### src/rtl/cpi_muldiv_if.sv
// rtl/cpi_muldiv_if.sv - coprocessor request/response bundle between cpu and responder
interface cpi_muldiv_if;
  logic        cpi_valid;
  logic [31:0] cpi_inst;
  logic [31:0] cpi_r1;
  logic [31:0] cpi_r2;
  logic        cpi_ready;
  logic        cpi_wait;
  logic [31:0] cpi_data;
  logic        cpi_drop;

  modport master (
    output cpi_valid, cpi_inst, cpi_r1, cpi_r2,
    input  cpi_ready, cpi_wait, cpi_data, cpi_drop
  );

  modport slave (
    input  cpi_valid, cpi_inst, cpi_r1, cpi_r2,
    output cpi_ready, cpi_wait, cpi_data, cpi_drop
  );
endinterface

### src/rtl/cpi_muldiv.sv
// rtl/cpi_muldiv.sv - iterative 32-bit multiply/divide coprocessor responder
module cpi_muldiv #(
  parameter logic [3:0] OPCODE     = 4'h6,
  parameter bit         DIV_ENABLE = 1'b1
) (
  input  logic          clk,
  input  logic          rst,
  cpi_muldiv_if.slave   cpi
);

  typedef enum logic [1:0] {IDLE, CALC, DONE, RELEASE} state_t;

  state_t      state;
  logic [4:0]  cnt;
  logic [1:0]  subop;
  logic [31:0] op_a;
  logic [31:0] op_b;
  // acc_hi doubles as the partial remainder, acc_lo as multiplier / dividend-quotient
  logic [31:0] acc_hi;
  logic [31:0] acc_lo;

  logic        ready_q;
  logic        wait_q;
  logic        drop_q;
  logic [31:0] data_q;

  logic        is_ours;
  logic        subop_ok;
  logic        unused_inst;

  logic [32:0] mul_sum;
  logic [63:0] mul_next;
  logic [32:0] div_sh;
  logic [33:0] div_diff;
  logic        div_bit;
  logic [31:0] rem_next;
  logic [31:0] quo_next;
  logic [31:0] result;

  assign is_ours     = cpi.cpi_valid && (cpi.cpi_inst[31:28] == OPCODE);
  assign subop_ok    = (cpi.cpi_inst[27:26] == 2'b00) && (DIV_ENABLE || !cpi.cpi_inst[25]);
  assign unused_inst = ^cpi.cpi_inst[23:0];

  // One radix-2 step of both datapaths; the step result also feeds the final answer so the
  // last iteration and the response share a clock edge.
  always_comb begin
    mul_sum  = {1'b0, acc_hi} + (acc_lo[0] ? {1'b0, op_a} : 33'd0);
    mul_next = {mul_sum, acc_lo[31:1]};
    div_sh   = {acc_hi, acc_lo[31]};
    div_diff = {1'b0, div_sh} - {2'b00, op_b};
    div_bit  = ~div_diff[33];
    rem_next = div_bit ? div_diff[31:0] : div_sh[31:0];
    quo_next = {acc_lo[30:0], div_bit};
    case (subop)
      2'd0:    result = mul_next[31:0];
      2'd1:    result = mul_next[63:32];
      2'd2:    result = quo_next;
      default: result = rem_next;
    endcase
  end

  // Request FSM with registered response; a zero divisor falls out of the restoring
  // algorithm naturally (quotient all ones, remainder equals the dividend).
  always_ff @(posedge clk) begin
    if (rst) begin
      state   <= IDLE;
      cnt     <= 5'd0;
      subop   <= 2'd0;
      op_a    <= 32'd0;
      op_b    <= 32'd0;
      acc_hi  <= 32'd0;
      acc_lo  <= 32'd0;
      ready_q <= 1'b0;
      wait_q  <= 1'b0;
      drop_q  <= 1'b0;
      data_q  <= 32'd0;
    end else begin
      case (state)
        IDLE: begin
          if (is_ours) begin
            op_a  <= cpi.cpi_r1;
            op_b  <= cpi.cpi_r2;
            subop <= cpi.cpi_inst[25:24];
            if (subop_ok) begin
              state  <= CALC;
              wait_q <= 1'b1;
              cnt    <= 5'd31;
              acc_hi <= 32'd0;
              acc_lo <= cpi.cpi_inst[25] ? cpi.cpi_r1 : cpi.cpi_r2;
            end else begin
              state   <= DONE;
              ready_q <= 1'b1;
              drop_q  <= 1'b0;
              data_q  <= 32'd0;
            end
          end
        end
        CALC: begin
          if (!cpi.cpi_valid) begin
            state  <= IDLE;
            wait_q <= 1'b0;
          end else begin
            if (subop[1]) begin
              acc_hi <= rem_next;
              acc_lo <= quo_next;
            end else begin
              {acc_hi, acc_lo} <= mul_next;
            end
            if (cnt == 5'd0) begin
              state   <= DONE;
              ready_q <= 1'b1;
              drop_q  <= 1'b1;
              data_q  <= result;
              wait_q  <= 1'b0;
            end else begin
              cnt <= cnt - 5'd1;
            end
          end
        end
        DONE: begin
          ready_q <= 1'b0;
          drop_q  <= 1'b0;
          data_q  <= 32'd0;
          state   <= RELEASE;
        end
        default: begin
          if (!cpi.cpi_valid) state <= IDLE;
        end
      endcase
    end
  end

  assign cpi.cpi_ready = ready_q;
  assign cpi.cpi_wait  = wait_q;
  assign cpi.cpi_drop  = drop_q;
  assign cpi.cpi_data  = data_q;

endmodule

### src/flat_wrapper.sv
// flat-port wrapper written by rule: the top's interface ports become plain ports
module cpi_muldiv_flat 
#(
  parameter logic [3:0] OPCODE     = 4'h6,
  parameter bit         DIV_ENABLE = 1'b1
)
  (clk, rst, cpi_cpi_valid, cpi_cpi_inst, cpi_cpi_r1, cpi_cpi_r2, cpi_cpi_ready, cpi_cpi_wait, cpi_cpi_data, cpi_cpi_drop);
  cpi_muldiv_if cpi_i ();
  input  logic clk;
  input  logic rst;
  input wire logic [$bits(cpi_i.cpi_valid)-1:0] cpi_cpi_valid;
  input wire logic [$bits(cpi_i.cpi_inst)-1:0] cpi_cpi_inst;
  input wire logic [$bits(cpi_i.cpi_r1)-1:0] cpi_cpi_r1;
  input wire logic [$bits(cpi_i.cpi_r2)-1:0] cpi_cpi_r2;
  output wire logic [$bits(cpi_i.cpi_ready)-1:0] cpi_cpi_ready;
  output wire logic [$bits(cpi_i.cpi_wait)-1:0] cpi_cpi_wait;
  output wire logic [$bits(cpi_i.cpi_data)-1:0] cpi_cpi_data;
  output wire logic [$bits(cpi_i.cpi_drop)-1:0] cpi_cpi_drop;
  assign cpi_i.cpi_valid = cpi_cpi_valid;
  assign cpi_i.cpi_inst = cpi_cpi_inst;
  assign cpi_i.cpi_r1 = cpi_cpi_r1;
  assign cpi_i.cpi_r2 = cpi_cpi_r2;
  assign cpi_cpi_ready = cpi_i.cpi_ready;
  assign cpi_cpi_wait = cpi_i.cpi_wait;
  assign cpi_cpi_data = cpi_i.cpi_data;
  assign cpi_cpi_drop = cpi_i.cpi_drop;
  cpi_muldiv #(.OPCODE(OPCODE), .DIV_ENABLE(DIV_ENABLE)) u_core (.clk(clk), .rst(rst), .cpi(cpi_i));
endmodule
### config.mk
export PLATFORM = sky130hd
export DESIGN_NAME = cpi_muldiv_flat
export DESIGN_NICKNAME = d
export VERILOG_FILES = /design/src/rtl/cpi_muldiv_if.sv /design/src/rtl/cpi_muldiv.sv /design/src/flat_wrapper.sv
export SDC_FILE = /design/constraint.sdc
export NUM_CORES = 1
export LEC_CHECK = 0
export BUFFER_PORTS_ARGS = -buffer_cell sky130_fd_sc_hd__clkbuf_2
export CAP_MARGIN = 25
export CORE_AREA = 2 2 194 196
export DETAILED_ROUTE_END_ITERATION = 16
export DIE_AREA = 0 0 196 198
export GPL_TIMING_DRIVEN = 0
export PLACE_DENSITY = 0.54
export SYNTH_ARGS = -nofsm -noshare
export SYNTH_HDL_FRONTEND = slang
export SYNTH_SLANG_ARGS = --single-unit
### constraint.sdc
create_clock -name clk -period 3.85 [get_ports clk]
set_input_delay 0 -clock clk [delete_from_list [all_inputs] [get_ports clk]]
set_output_delay 0 -clock clk [all_outputs]
set_load 0.05 [all_outputs]
# Yosys cells after proc, flatten, opt, wreduce, memory -nomap -nowiden
# Index checks and enable logic that the tools add are counted.
classes:
  n_mux: 43
  bitwise: 1
  reduce_logical: 13
  n_addsub: 3
  eq_ne: 13
op_table:
  columns: ["operator", "n"]
  rows:
  - ["$mux W32", 15]
  - ["$pmux W32 S3", 2]
  - ["$pmux W32 S2", 2]
  - ["$sub A33 B32 Y34", 1]
  - ["$add A32 B33 Y33", 1]
  - ["$mux W5", 4]
  - ["$mux W1", 10]
  - ["$mux W2", 5]
  - ["$pmux W5 S2", 1]
  - ["$reduce_and A5 Y1", 2]
  - ["$reduce_and A4 Y1", 2]
  - ["$logic_not A2 Y1", 3]
  - ["$ne A2 B1 Y1 const B", 3]
  - ["$ne A2 B2 Y1 const B", 3]
  - ["$pmux W1 S3", 2]
  - ["$pmux W2 S3", 1]
  - ["$logic_not A5 Y1", 1]
  - ["$sub A5 B1 Y5 const B", 1]
  - ["$eq A2 B1 Y1 const B", 2]
  - ["$eq A2 B2 Y1 const B", 2]
  - ["$eq A4 B3 Y1 const B", 1]
  - ["$ne A4 B1 Y1 const B", 1]
  - ["$ne A3 B2 Y1 const B", 1]
  - ["$reduce_and A3 Y1", 1]
  - ["6 further kinds", 6]
word_totals:
  in_bits: 99
  elab_cells: 84
  output_inout_bits: 35
  register_bits: 172

# Depth between registers and ports, before layout
# Gate-level depths: netlist of run 1.
depth:
  word_depth: 6
  depth_mapped: 15
  mapped_depth_nobuf: 14

# Least setup slack after synthesis of run 1
# OpenSTA, ideal clock, no wires.
synth_timing:
  path_kind: "register to register"
  startpoint: "register u_core.acc_lo[0]"
  endpoint: "register u_core.data_q[30], in the netlist u_core.cpi.cpi_data[30]"
  required_time_ns: 3.791
  n_path_buf: 1
  setup_time_ns: 0.059
  period_less_slack_ns: 3.251
  arrival_ns: 3.193
  stages_incl_launch_ff: 15
  slack_ns: 0.599
  path_cell_list: "dfxtp_1 clkbuf_1 nand2_1 inv_1 ha_1 a211oi_1 o21ai_1 a221oi_2 a31oi_1 a211oi_2 o21ai_2 and3_1 or4_1 a311oi_1 a211o_1"
synth_between:
  elab_chain_cells: 6
synth_lines:
  columns: ["item", "line_no", "source"]
  rows:
  - ["from (decl)", "cpi_muldiv.sv:20", "logic [31:0] acc_lo;"]
  - ["from (signal assigned)", "cpi_muldiv.sv:89", "acc_lo <= cpi.cpi_inst[25] ? cpi.cpi_r1 : cpi.cpi_r2;"]
  - ["from (signal assigned)", "cpi_muldiv.sv:105", "acc_lo <= quo_next;"]
  - ["from (signal assigned)", "cpi_muldiv.sv:107", "{acc_hi, acc_lo} <= mul_next;"]
  - ["$mux W32", "cpi_muldiv.sv:47", "mul_sum = {1'b0, acc_hi} + (acc_lo[0] ? {1'b0, op_a} : 33'd0);"]
  - ["$add A32 B33 Y33", "cpi_muldiv.sv:47", null]
  - ["$pmux W32 S3", "cpi_muldiv.sv:54", "case (subop)"]
  - ["$mux W32", "cpi_muldiv.sv:109", "if (cnt == 5'd0) begin"]
  - ["$mux W32", "cpi_muldiv.sv:99", "if (!cpi.cpi_valid) begin"]
  - ["$pmux W32 S3", "cpi_muldiv.sv:78", "case (state)"]
  - ["to (signal assigned)", "cpi_muldiv.sv:113", "data_q <= result;"]
  - ["to (decl)", "cpi_muldiv.sv:25", "logic [31:0] data_q;"]
# No other way between the ends. The select of a mux whose other input is x is not followed.
# A chain may end at the register's enable or synchronous reset.

# Worst setup path in the final report of run 1
# Same ends and word-level chain as after synthesis.

==> results.ini, run 1 <==
[grt]
first_global_vias=12190
grt_usage_pct=26.57
grt_max_degree=17
grt_pass1_wl_um=76140
antenna_found_initial=0
gr-total-overflow=0

[synth]
async_flop_share_pct=0
ys_types=75
ys_top_cells_by_area=dfxtp_1 29%, nand2_1 8.1%, a21oi_1 8.0%
syn-instance-count=1590
synth_edf_count=0
synth_ff_type=dfxtp_1
seq_area_frac_synth_pct=28.75
avgSynthCellArea_um2=7.532
syn-cell-area_um2=11980
ys_warn_count=0
synth_area_leader_cell=dfxtp_1
syn_nets=1762
ys_seq_elements=172
synth_top_cell_area_share_pct=28.75

[cts]
clkSlewWorstSetupHoldPaths_ns=0.07
cts-buffers-inserted=17
cts.sinks=172
htree_levels=4
cts_tree=yes
insertion_delay_ns=0.46
cts-root-buf=clkbuf_16
clk_path_buf_depth=2

[sta]
period_share_pct=96.35
min_period_ns=3.709
fmax_mhz=269.6
fin_skew_ns=0.01258
slew_headroom_pct=29.10
hold_viol_final=0
setup_viol=0
worst_slew_pin_slew_ns=1.063
slew_violations=0

[floorplan]
die_area_um2=38810
io_pins=134
core_area_um2=36960
die_h_um=198
die_w_um=196
initial_core_util_pct=32.40
rows=71

[critical_path]
critPathMaxFanout=10
crit_chain=buf_4 -> nand2_1 -> inv_1 -> ha_1 -> a211oi_2 -> o21ai_1 -> a221oi_2 -> a31oi_2 -> a211oi_2 -> buf_4 -> o21ai_2 -> and3_1 -> or4_1 -> a311oi_2 -> a211o_1
cp_data_arrival_time_ns=4.11
criticalPathCategory=reg -> reg
cp_slowest_cell=or4_1
end_kind=register
startpoint_type=register
required_ns=4.25
slowest_delay_ns=0.57

[cells_and_area]
diodes=0
layout.nets=1959
drive_gt1_share_pct=10.39
fillers=3903
syn2layout_area_growth_pct=20.74
stdcell_area_um2=14460

[detailed_routing]
ant_nets=0
via_per_inst=5.571
vias=12670
drc_errors=0
first_pass_iters=7
drt_iter0_drc=1091
detail_route.wl_per_cell_um=22.69
drt_wl_total_um=51590

[pwr]
power_density_nw_per_um2=335.8
pwr-share-comb_pct=24.8
p_int_mw=3.205
finalPower_mw=4.856
pwr-share-clk_pct=36.8
netSwitchingFraction_pct=33.99
p_seq_share_pct=38.4
p_leak_nw=5.704
net-switching-power_mw=1.650
vdd_drop_max_mv=0.2957

[placement]
dpl.hpwl_um=41940
numPortBuffers=108
dpl-instance-area_um2=13120
gp_congestion=0.9696

[hold_path]
hold_path.class=in -> reg

[run_status]
status=finished, final reports clean

[flow_run]
cap_viol_max_count=0

sequential cells by signal (all words and copies together) (netlist names):
name	cells
u_core.op_a	32
u_core.acc_hi	32
u_core.cpi.cpi_data	32
u_core.cnt	5
u_core.op_b	32
u_core.cpi.cpi_ready	1
u_core.cpi.cpi_drop	1
u_core.subop	2
u_core.cpi.cpi_wait	1
u_core.state	2
u_core.acc_lo	32
worst max-delay path: cells and delay by family, from the launching register on:
family,cells,cell delay [ns]
adder cells (fa/ha/maj),1,0.24
flip-flops,1,0.43
AO/OA/AOI/OAI,8,1.65
AND/OR/NAND/NOR,3,0.87
buffers and inverters,3,0.46
worst paths after layout:
path	from	to	slack, ns	cells past startpoint
setup reg to reg	u_core.acc_lo[0]$_SDFFE_PP0P_	u_core.cpi.cpi_data[30]$_SDFFE_PP0P_	0.14	15
setup / recovery	u_core.acc_lo[0]$_SDFFE_PP0P_	u_core.cpi.cpi_data[30]$_SDFFE_PP0P_	0.14	15
hold reg to reg	u_core.op_a[2]$_SDFFE_PP0P_	u_core.op_a[2]$_SDFFE_PP0P_	0.45	2
hold / removal	cpi_cpi_inst[26]	u_core.state[1]$_SDFFE_PP0P_	0.09	5
final cells by class:
class / instances / area [um^2] / share of cell area (%)
Sequential cell: 172 / 3446 / 23.83
Clock inverter: 10 / 103.9 / 0.7182
Buffer: 97 / 395.4 / 2.735
Tap cell: 474 / 593.1 / 4.102
Timing Repair Buffer: 179 / 1239 / 8.567
Inverter: 61 / 229.0 / 1.584
Clock buffer: 22 / 484.2 / 3.349
Multi-Input combinational cell: 1259 / 7969 / 55.11
cell families after synthesis:
group / Yosys count / share of synthesized area [%]
AND/OR/NAND/NOR: 551 / 20.70
AO/OA/AOI/OAI: 507 / 27.23
flip-flops: 172 / 28.75
buffers and inverters: 159 / 5.151
adder cells (fa/ha/maj): 73 / 7.753
multiplexers: 70 / 6.175
XOR/XNOR: 58 / 4.242
synth_stat cells, types with 7 or more instances:
cell,n
a211oi_1,76
a32o_1,8
a22o_1,16
mux2i_1,60
o21ai_0,71
nor2b_1,36
and3_1,7
mux2_2,7
ha_1,71
nand2b_1,12
o21a_1,7
nand3_1,15
inv_1,61
a21oi_1,191
buf_1,9
xor2_1,27
o211ai_1,13
nand2_1,257
nor3_1,32
nor2_1,123
a221o_1,9
o31ai_1,7
clkbuf_1,83
dfxtp_1,172
xnor2_1,31
a21o_1,26
a31oi_1,17
and2_1,41
metal layers:
layer  up-vias  part of all wire, %  GRT usage, %  wire length (um)
li1       6075                    -             -                 -
met1      6034                   44         35.18             22780
met2       471                   46         43.79             23510
met3        89                  6.5         3.390              3371
met4         0                  3.7         10.86              1923
met5         -                    0             0                 0
what timing repair did:
item | in CTS | in global routing
buffers inserted | 3 | 0
endpoints found under the hold margin | 66 | 0
hold buffers | 66 | 0
pin swaps | 2 | 2
gates resized for setup | 9 | 13
endpoints found under the setup margin | 42 | 10
power groups by stage:
stage / clock network [mW] / registers [mW] / logic, mW
finish: 1.79 / 1.86 / 1.21
global route: 1.85 / 1.87 / 1.30
CTS: 1.80 / 1.86 / 1.19
detailed placement: 0 / 1.90 / 1.12
global placement: 0 / 1.90 / 1.12
floorplan: 0 / 1.90 / 0.713
placed cells by master (no fill, tap or decap), drive strengths merged, types with 41 or more instances in the layout:
| cell | count |
|---|---|
| inv | 65 |
| and2 | 41 |
| nand2 | 257 |
| o21ai | 77 |
| a211oi | 77 |
| ha | 71 |
| a21oi | 193 |
| dlygate4sd3 | 66 |
| mux2i | 60 |
| dfxtp | 172 |
| nor2 | 123 |
| clkbuf | 212 |
stage by stage:
stage	hold WS (ns)	setup WS [ns]	setup TNS [ns]	utilization, %	std cells
3_5_place_dp	0.2408	-0.7603	-9.117	35.51	2174
2_1_floorplan	0.1360	0.5986	0	-	1590
6_report	0.08936	0.1406	0	39.13	2274
3_3_place_gp	0.2382	-0.7750	-9.162	35.47	2172
5_1_grt	0.1485	-0.008081	-0.008081	39.13	2274
4_1_cts	0.09266	0.004802	0	39.04	2275
(Power assumes the default switching activity.)
==> inputs of run 2 (changes only) <==
--- a/config.mk
+++ b/config.mk
@@ -5,13 +5,14 @@
 export SDC_FILE = /design/constraint.sdc
 export NUM_CORES = 1
 export LEC_CHECK = 0
+export ABC_AREA = 1
 export BUFFER_PORTS_ARGS = -buffer_cell sky130_fd_sc_hd__clkbuf_2
 export CAP_MARGIN = 25
-export CORE_AREA = 2 2 194 196
+export CORE_AREA = 2 2 209 211
 export DETAILED_ROUTE_END_ITERATION = 16
-export DIE_AREA = 0 0 196 198
+export DIE_AREA = 0 0 211 213
 export GPL_TIMING_DRIVEN = 0
-export PLACE_DENSITY = 0.54
+export PLACE_DENSITY = 0.53
 export SYNTH_ARGS = -nofsm -noshare
 export SYNTH_HDL_FRONTEND = slang
 export SYNTH_SLANG_ARGS = --single-unit
==> constraint.sdc (replaced) <==
create_clock -name clk -period 4.8 [get_ports clk]
set_input_delay 0 -clock clk [delete_from_list [all_inputs] [get_ports clk]]
set_output_delay 0 -clock clk [all_outputs]
set_load 0.05 [all_outputs]
==> run 2 against run 1 <==
Against the previous run:
- die area is 16% higher
- cell count up 40%
- global-route usage is 2.0 points higher
- synthesized cell count is 53% higher
- power up 14%
- non-clock buffer count decreased by 5
- fmax is 6.3% higher
- register-to-register slack better by 1.2 ns
- synthesized area up 16%
- sequential cell count did not move
- critical path depth grew 3
- setup slack improved by 1.2 ns
==> results.ini, run 2 <==
[cts]
cts_tree=yes  ; unchanged
cts_resized=0  ; was 9
cts.sinks=172  ; unchanged
clkSlewWorstSetupHoldPaths_ns=0.07  ; about the same
cts-buffers-inserted=17  ; unchanged
cts-root-buf=clkbuf_16  ; unchanged
insertion_delay_ns=0.47  ; was 0.46 ns
clk_path_buf_depth=2  ; unchanged
htree_levels=4  ; unchanged

[synth]
avgSynthCellArea_um2=5.722  ; was 7.532 um^2
synth_top_family_by_area=simple AND/OR/NAND/NOR gates  ; was compound AO/OA/AOI/OAI gates
ys_types=47  ; was 75
synth_area_leader_cell=dfxtp_1  ; unchanged
synthXorXnorAreaFrac_pct=1.635  ; was 4.242%
syn-cell-area_um2=13930  ; was 11980 um^2
ys_top_cells_by_area=dfxtp_1 25%, nand2_1 21%, inv_1 10%  ; was dfxtp_1 29%, nand2_1 8.1%, a21oi_1 8.0%
synth_top_cell_area_share_pct=24.72  ; was 28.75%
synth_common_cells=794 x nand2_1, 373 x inv_1, 245 x nor2_1  ; was 257 x nand2_1, 191 x a21oi_1, 172 x dfxtp_1
ys_warn_count=0  ; unchanged
async_flop_share_pct=0  ; unchanged
ys_seq_elements=172  ; unchanged
synth_edf_count=0  ; unchanged
syn-instance-count=2434  ; was 1590
synth-compound-area-share_pct=16.60  ; was 27.23%
synth-simple-area-share_pct=37.04  ; was 20.70%
yosysMostFrequentCell=nand2_1  ; unchanged
synthMuxAreaShare_pct=0  ; was 6.175%
syn_nets=2606  ; was 1762
seq_area_frac_synth_pct=24.72  ; was 28.75%
synth_fa_ha_area_share_pct=6.665  ; was 7.753%
synth_ff_type=dfxtp_1  ; unchanged

[floorplan]
rows=76  ; was 71
initial_core_util_pct=32.62  ; was 32.40%
die_h_um=213  ; was 198 um
die_w_um=211  ; was 196 um
die_area_um2=44940  ; was 38810 um^2
core_area_um2=42700  ; was 36960 um^2
io_pins=134  ; unchanged

[detailed_routing]
ant_nets=0  ; unchanged
vias=16080  ; was 12.67k
detail_route.wl_per_cell_um=20.21  ; was 22.69 um
drc_errors=0  ; unchanged
first_pass_iters=5  ; was 7
via_per_inst=5.045  ; was 5.571
drt_wl_total_um=64440  ; was 51590 um
drt_iter0_drc=1442  ; was 1091

[critical_path]
critPathMaxFanout=7  ; was 10
criticalPathCategory=reg -> reg  ; unchanged
end_kind=register  ; unchanged
crit_chain=clkbuf_1 -> nand2_1 -> inv_1 -> ha_1 -> inv_1 -> fa_1 -> inv_1 -> nand3_1 -> nand2_1 -> nand2_1 -> nand2_1 -> nand2_1 -> nand2_1 -> xor2_1 -> nand2_1 -> a21oi_1 -> nand2_1 -> a21oi_1  ; was buf_4 -> nand2_1 -> inv_1 -> ha_1 -> a211oi_2 -> o21ai_1 -> a221oi_2 -> a31oi_2 -> a211oi_2 -> buf_4 -> o21ai_2 -> and3_1 -> or4_1 -> a311oi_2 -> a211o_1
cp_data_arrival_time_ns=3.88  ; was 4.11 ns
reg2reg_to=u_core.cpi.cpi_data[11]$_SDFFE_PP0P_  ; was u_core.cpi.cpi_data[30]$_SDFFE_PP0P_
worst-path-buf-inv=4  ; was 3
cp_slowest_cell=clkbuf_1  ; was or4_1
worstRegToRegCells=18  ; was 15
startpoint_type=register  ; unchanged
cpMostUsedCell=nand2_1
crit_family=simple AND/OR/NAND/NOR gates  ; was compound AO/OA/AOI/OAI gates
required_ns=5.19  ; was 4.25 ns
r2r_slack_ns=1.31  ; was 0.14 ns
slowest_delay_ns=0.46  ; was 0.57 ns
r2r_start=u_core.acc_lo[0]$_SDFFE_PP0P_  ; unchanged

[cells_and_area]
final_common_cell=nand2_1  ; unchanged
layout.nets=2800  ; was 1959
drive_gt1_share_pct=7.800  ; was 10.39%
final_core_util_pct=38.54  ; was 39.13%
syn2layout_area_growth_pct=18.13  ; was 20.74%
fin_cells=3188  ; was 2274
final_cell_mix=794 x nand2_1, 373 x inv_1, 245 x nor2_1, 176 x a21oi_1, 172 x dfxtp_1  ; was 257 x nand2_1, 191 x a21oi_1, 170 x dfxtp_1, 123 x nor2_1, 109 x clkbuf_2

[placement]
dp.cells=3088  ; was 2174
numPortBuffers=108  ; unchanged
gp_congestion=0.9552  ; was 0.9696
dpl.hpwl_um=53630  ; was 41940 um

[run_status]
status=finished, final reports clean  ; unchanged

[grt]
grt_max_degree=17  ; unchanged
gr-total-overflow=0  ; unchanged
grt_usage_pct=28.53  ; was 26.57%
first_global_vias=15020  ; was 12.19k
antenna_found_initial=1  ; was 0
grt_pass1_wl_um=93290  ; was 76140 um

[pwr]
vdd_drop_max_mv=0.3101  ; was 0.2957 mV
power_density_nw_per_um2=335.6  ; was 335.8 nW/um^2
p_leak_nw=8.209  ; was 5.704 nW
finalPower_mw=5.521  ; was 4.856 mW

[hold_path]
hp-start=cpi_cpi_valid  ; was cpi_cpi_inst[26]
hold_path_end=u_core.cpi.cpi_ready$_SDFFE_PP0P_  ; was u_core.state[1]$_SDFFE_PP0P_
hold_path.class=in -> reg  ; unchanged
hold_depth=4  ; was 5

[sta]
slew_violations=0  ; unchanged
period_share_pct=72.72  ; was 96.35%
slew_headroom_pct=32.34  ; was 29.10%
fin_skew_ns=0.01275  ; was 0.01258 ns
setup_tns_ns=0  ; unchanged
fmax_mhz=286.5  ; was 269.6 MHz
min_period_ns=3.491  ; was 3.709 ns
worst_slew_pin_slew_ns=1.015  ; was 1.063 ns
setup_viol=0  ; unchanged
hold_viol_final=0  ; unchanged
grt_setup_unrepaired=no

[flow_run]
cap_viol_max_count=0  ; unchanged

## run 2: changes by cell type after synthesis, moves of 20 or more
cell / before / now
a211oi_1: 76 / 26
nand3_1: 15 / 143
o21ai_0: 71 / 168
inv_1: 61 / 373
mux2i_1: 60 / 0
nor2b_1: 36 / 0
nand2_1: 257 / 794
and2_1: 41 / 1
nor2_1: 123 / 245
a21o_1: 26 / 1
xnor2_1: 31 / 11
## run 2: what timing repair did
action / in CTS / in global routing
hold buffers: 67 / 0
buffers inserted: 0 / 0
hold endpoints to repair: 75 / 0
## run 2: worst reg2reg max path, cell delays in order (launching register included)
cell	delay, ns
dfxtp_1	0.31
clkbuf_1	0.46
nand2_1	0.12
inv_1	0.07
ha_1	0.30
inv_1	0.09
fa_1	0.40
inv_1	0.11
nand3_1	0.07
nand2_1	0.14
nand2_1	0.07
nand2_1	0.21
nand2_1	0.09
nand2_1	0.19
xor2_1	0.32
nand2_1	0.09
a21oi_1	0.15
nand2_1	0.11
a21oi_1	0.12
## run 2: layout make-up
type | instances | area [um^2]
Clock buffer | 19 | 452.9
Sequential cell | 172 | 3443
Multi-Input combinational cell | 1783 | 8627
Antenna cell | 1 | 2.502
Inverter | 383 | 1443
Clock inverter | 13 | 175.2
Tap cell | 546 | 683.2
Timing Repair Buffer | 175 | 1211
Buffer | 96 | 415.4
Fill cell | 4787 | 26240
## run 2: how the worst max path moves through the flow
stage	from	end	slack, ns	depth (start not counted)
floorplan	u_core.acc_lo[0]$_SDFFE_PP0P_	u_core.acc_hi[10]$_SDFFE_PP0P_	2.45	18
global placement	u_core.acc_lo[0]$_SDFFE_PP0P_	u_core.cpi.cpi_data[17]$_SDFFE_PP0P_	1.40	16
detailed placement	u_core.acc_lo[0]$_SDFFE_PP0P_	u_core.acc_hi[27]$_SDFFE_PP0P_	1.41	20
CTS	u_core.acc_lo[0]$_SDFFE_PP0P_	u_core.cpi.cpi_data[11]$_SDFFE_PP0P_	1.40	18
global route	u_core.acc_lo[0]$_SDFFE_PP0P_	u_core.acc_hi[28]$_SDFFE_PP0P_	1.17	19
finish	u_core.acc_lo[0]$_SDFFE_PP0P_	u_core.cpi.cpi_data[11]$_SDFFE_PP0P_	1.31	18
## run 2: power by group
part	switching [mW]	internal, mW	leakage [nW]	total (mW)
combinational	1.59	0.650	6.50	2.24
sequential	0.139	1.58	1.39	1.72
clock	0.693	0.861	0.312	1.55
## run 2: cell families after synthesis
family / count (synthesis)
and+or+nand+nor: 1260
xor gates and xnor gates: 26
adders and majority gates: 73
buffers and inverters: 479
DFF: 172
AOI/OAI and AO/OA: 424
## run 2: stage by stage
step	instance area, um^2	setup WS, ns	hold slack [ns]
detailed placement	15150	1.413	0.2476
global route	16450	1.166	0.1710
CTS	16450	1.402	0.07395
global placement	15150	1.397	0.2444
floorplan	13930	2.453	0.1349
finish	16450	1.309	0.1235
## run 2: layer usage
metal | up-vias | global-route usage (%) | wire length, um
met5 | - | 0 | 0
met2 | 571 | 45.61 | 28280
met3 | 101 | 3.839 | 3971
li1 | 8074 | - | -
met1 | 7338 | 39.06 | 29850
met4 | 0 | 10.71 | 2339
